### src/rtl/rr_mux_arbiter.sv
// Round-robin owner of a 4:1 shared-resource mux: one-hot grant, registered select, release on done.
// Optional watchdog force-release is compiled in with `define ARB_TIMEOUT_EN.
module rr_mux_arbiter #(
  parameter int NUM_REQ    = 4,
  parameter int SEL_WIDTH  = 2,
  parameter int MAX_CYCLES = 16
) (
  input  logic                 clk,
  input  logic                 rst,
  input  logic [NUM_REQ-1:0]   req,
  input  logic                 done,
  output logic [NUM_REQ-1:0]   grant,
  output logic [SEL_WIDTH-1:0] sel,
  output logic                 busy,
  output logic                 timeout
);

  if (SEL_WIDTH != $clog2(NUM_REQ) || MAX_CYCLES < 2) begin : g_bad_cfg
    $error("rr_mux_arbiter: inconsistent SEL_WIDTH/NUM_REQ or MAX_CYCLES < 2");
  end

  typedef enum logic {IDLE, OWN} state_t;

  state_t               state_q, state_d;
  logic [SEL_WIDTH-1:0] ptr_q, ptr_d;
  logic [SEL_WIDTH-1:0] sel_q, sel_d;
  logic [NUM_REQ-1:0]   grant_q, grant_d;
  logic                 busy_q, busy_d;
  logic                 timeout_q, timeout_d;
  logic [SEL_WIDTH-1:0] winner;
  logic                 releaseOwn;
  logic                 forceOwn;

  // First asserted request scanning from ptr upward; index arithmetic wraps since NUM_REQ is a power of two.
  always_comb begin
    logic                 found;
    logic [SEL_WIDTH-1:0] idx;
    winner = '0;
    found  = 1'b0;
    for (int k = 0; k < NUM_REQ; k++) begin
      idx = ptr_q + k[SEL_WIDTH-1:0];
      if (!found && req[idx]) begin
        winner = idx;
        found  = 1'b1;
      end
    end
  end

  assign releaseOwn = done || !req[sel_q];

`ifdef ARB_TIMEOUT_EN
  localparam int CNT_W = $clog2(MAX_CYCLES);
  logic [CNT_W-1:0] cnt_q, cnt_d;

  // Counter sits at zero while idle, so the first owned cycle sees 0.
  assign cnt_d    = (state_q == OWN) ? cnt_q + 1'b1 : '0;
  assign forceOwn = (state_q == OWN) && !releaseOwn && (cnt_q == CNT_W'(MAX_CYCLES - 1));

  always_ff @(posedge clk or posedge rst) begin
    if (rst) cnt_q <= '0;
    else     cnt_q <= cnt_d;
  end
`else
  assign forceOwn = 1'b0;
`endif

  always_ff @(posedge clk or posedge rst) begin
    if (rst) begin
      state_q   <= IDLE;
      ptr_q     <= '0;
      sel_q     <= '0;
      grant_q   <= '0;
      busy_q    <= 1'b0;
      timeout_q <= 1'b0;
    end else begin
      state_q   <= state_d;
      ptr_q     <= ptr_d;
      sel_q     <= sel_d;
      grant_q   <= grant_d;
      busy_q    <= busy_d;
      timeout_q <= timeout_d;
    end
  end

  always_comb begin
    state_d = state_q;
    case (state_q)
      IDLE:    if (|req) state_d = OWN;
      OWN:     if (releaseOwn || forceOwn) state_d = IDLE;
      default: state_d = IDLE;
    endcase
  end

  // Owner's index doubles as sel, so the pointer advance reads sel_q directly.
  always_comb begin
    grant_d   = grant_q;
    sel_d     = sel_q;
    busy_d    = busy_q;
    ptr_d     = ptr_q;
    timeout_d = 1'b0;
    case (state_q)
      IDLE: begin
        if (|req) begin
          grant_d = NUM_REQ'(1) << winner;
          sel_d   = winner;
          busy_d  = 1'b1;
        end
      end
      OWN: begin
        if (releaseOwn || forceOwn) begin
          grant_d   = '0;
          busy_d    = 1'b0;
          ptr_d     = sel_q + 1'b1;
          timeout_d = forceOwn;
        end
      end
      default: ;
    endcase
  end

  assign grant   = grant_q;
  assign sel     = sel_q;
  assign busy    = busy_q;
  assign timeout = timeout_q;

endmodule

### config.mk
export PLATFORM = sky130hd
export DESIGN_NAME = rr_mux_arbiter
export DESIGN_NICKNAME = d
export VERILOG_FILES = /design/src/rtl/rr_mux_arbiter.sv
export SDC_FILE = /design/constraint.sdc
export NUM_CORES = 1
export LEC_CHECK = 0
export ABC_AREA = 1
export CORE_MARGIN = 2
export CORE_UTILIZATION = 57
export CTS_BUF_LIST = sky130_fd_sc_hd__clkbuf_4 sky130_fd_sc_hd__clkbuf_8
export CTS_CLUSTER_SIZE = 24
export DETAILED_ROUTE_END_ITERATION = 8
export PLACE_DENSITY = 0.9
export SYNTH_ARGS = -nofsm -noshare
export SYNTH_HDL_FRONTEND = slang
export SYNTH_SLANG_ARGS = --single-unit
export TNS_END_PERCENT = 50
### constraint.sdc
create_clock -name clk -period 3.6 [get_ports clk]
set_input_delay 0.9 -clock clk [delete_from_list [all_inputs] [get_ports clk]]
set_output_delay 0.9 -clock clk [all_outputs]
set_load 0.03 [all_outputs]
==> flow_summary.json <==
{
  "synth_top_family_by_area": "simple AND/OR/NAND/NOR gates",
  "yosysTopAreaCell": "dfrtp_1",
  "post-route-period-util_pct": 66.7,
  "fin_ws_ns": 1.20,
  "worstSkewPairLatency_ns": 0.28,
  "crit_slowest_cell": "clkdlybuf4s50_1",
  "path_cells": "clkdlybuf4s50_1",
  "postSynthAreaPerCell_um2": 6.68,
  "ys_warn_count": 0,
  "place_ws_ns": 1.15,
  "cts-buffers-inserted": 3,
  "ir_drop_uv": 624,
  "period_minus_slack_ns": 2.40,
  "vias_per_cell": 5.39,
  "crit_path_max_fanout": 8,
  "drive_above_1_share_pct": 22.6,
  "die_w_um": 41.8,
  "drv_slew": 0,
  "hold_violations": 0,
  "drt_iter0_drc": 15,
  "dpl.hpwl_mm": 1.47,
  "area_delta_synth_final_pct": 20.4,
  "synth_nets": 129,
  "synth_cell_types": 23,
  "r2r_setup_slack_ns": 1.79,
  "synth_compound_area_share_pct": 7.53,
  "post_cts_buffers": 0,
  "path_class": "reg2out",
  "vias": 820,
  "die-area_um2": 1750,
  "wl_mm": 1.92,
  "fp.dieH_um": 41.8,
  "multi_input_area_um2": 493,
  "p_leak_nw": 0.527,
  "drc": 0,
  "final_cell_mix": "nand2_1 (46), nand2_2 (15), clkdlybuf4s50_1 (13)",
  "max_freq_ghz": 0.416,
  "required_ns": 2.70,
  "synth-adder-area-share_pct": 0,
  "cap_violations": 0,
  "num_rows": 13,
  "io_pins": 15,
  "clkSinkCount": 10,
  "regArea_um2": 250,
  "port-buffer-count": 13,
  "dp_cells": 148,
  "n_fill_cell": 104,
  "critPathTopFamily": "buffers and inverters",
  "wl_per_cell_um": 12.6,
  "p_per_area_nw_per_um2": 1040,
  "cts_buffer_depth": 2,
  "ys_seq_area_share_pct": 30.7,
  "grt_max_degree": 15,
  "ys_ff_latch": 10,
  "antenna_left": 0,
  "antenna_found_initial": 0,
  "cts_hold_buf": 0,
  "setup_viol": 0,
  "synthTopCellsByArea": "dfrtp_1 (31%), nand2_1 (21%), nand2_2 (12%)",
  "synthCells": 122,
  "cts_root_buffer": "clkbuf_4",
  "final_nets": 145,
  "syn_area_um2": 815,
  "yosys.area.top_type_share_pct": 30.7,
  "grt_pass1_vias": 795,
  "crit_path_start_kind": "flop",
  "clk_pin_slew_worst_paths_ns": 0.07,
  "skew_ns": 0.0114,
  "endpoint_kind": "output pin",
  "setup_tns_ns": 0,
  "synth_xor_area_share_pct": 1.08,
  "hold_path.class": "reg2reg",
  "gp_congestion": 0.866,
  "yosys-mux-area-fraction_pct": 0,
  "cp.arrival_ns": 1.50,
  "rsz0062_at_grt": "no",
  "overflow": 0,
  "synthSimpleGateAreaFrac_pct": 51.5,
  "cts-resized-gates": 0,
  "worst-path-buf-inv": 1,
  "first_pass_iters": 7,
  "status": "finished clean",
  "finalNonFillerCells": 152,
  "cts_tree": "done",
  "coreArea_um2": 1320,
  "track_usage_pct": 25.6,
  "antennaDiodeCount": 0,
  "cts_htree_levels": 1,
  "mostFrequentLayoutCell": "nand2_1",
  "grt_pass1_wl_mm": 3.44,
  "slowest_delay_ns": 0.73,
  "start_util_pct": 61.8
}
==> worst min-delay path, cell delays in order (launching register included) <==
cell	delay, ns
dfrtp_1	0.34
nand2_1	0.05
nand2_1	0.06
==> layer usage <==
| layer | share of wire (%) | vias to the layer above | track usage (%) | wire (um) |
|---|---|---|---|---|
| li1 | - | 412 | - | - |
| met1 | 44 | 384 | 33.8 | 844 |
| met2 | 50 | 18 | 40.9 | 965 |
| met3 | 3.7 | 6 | 5.65 | 70 |
| met4 | 1.9 | 0 | 9.03 | 36 |
| met5 | 0 | - | 0 | 0 |
==> layout make-up <==
type | count | share of cell area, %
timing repair buffer | 13 | 13.3
tap | 15 | 1.91
multi-input combinational | 96 | 50.3
clock buffer | 4 | 3.70
inverter | 14 | 5.36
sequential | 10 | 25.5
==> report_power, final <==
group	total, W	leakage (nW)	internal, W	switching, W
combinational	0.000687	0.381	0.000241	0.000447
sequential	0.000233	0.125	0.000160	0.0000727
clock	0.000103	0.0210	0.0000615	0.0000416
total	0.00102	0.527	0.000462	0.000561
==> cells in the mapped netlist <==
library cell	n
nand3_2	2
nand3_1	10
dfrtp_1	10
inv_2	4
nand2_1	46
nor4_1	1
buf_4	1
nor2_8	1
inv_1	10
nor2_1	2
o21ai_0	5
nor2_2	2
xnor2_1	1
nand3b_1	1
o211ai_1	1
nand2_2	15
a21oi_1	3
conb_1	1
o21ai_2	1
o21ai_1	1
buf_6	1
nand2_4	2
nand4_1	1
==> through the flow <==
| stage | power, W | hold slack (ns) | utilization (%) | instance area, um^2 |
|---|---|---|---|---|
| after floorplan | 0.000755 | 0.566 | - | 815 |
| after global placement | 0.000881 | 0.459 | 71.7 | 945 |
| after detailed placement | 0.000908 | 0.472 | 71.7 | 945 |
| after CTS | 0.00102 | 0.487 | 74.5 | 981 |
| after global routing | 0.00112 | 0.528 | 74.5 | 981 |
| final | 0.00102 | 0.484 | 74.5 | 981 |
==> cells by family (layout without fill, tap and decap cells) <==
family | after synthesis | count (layout)
AO/OA/AOI/OAI | 11 | 11
XOR/XNOR | 1 | 1
buffers and inverters | 16 | 31
flip-flops | 10 | 10
other | 1 | 1
AND/OR/NAND/NOR | 83 | 83
==> state kept, by name (all words and copies together), names as in the netlist <==
register	flops
grant	4
ptr_q	2
sel	2
busy	1
state_q	1
==> worst paths after layout <==
check                      startpoint       end  depth (start not counted)
max                            sel[0]    sel[0]                          1
min                          grant[0]  grant[0]                          2
max reg2reg                  ptr_q[0]  grant[2]                          9
min reg2reg                  grant[0]  grant[0]                          2
max in group asynchronous         rst    sel[1]                          2
min in group asynchronous         rst  grant[0]                          2
Note: power is estimated with default switching activity, not from simulation.
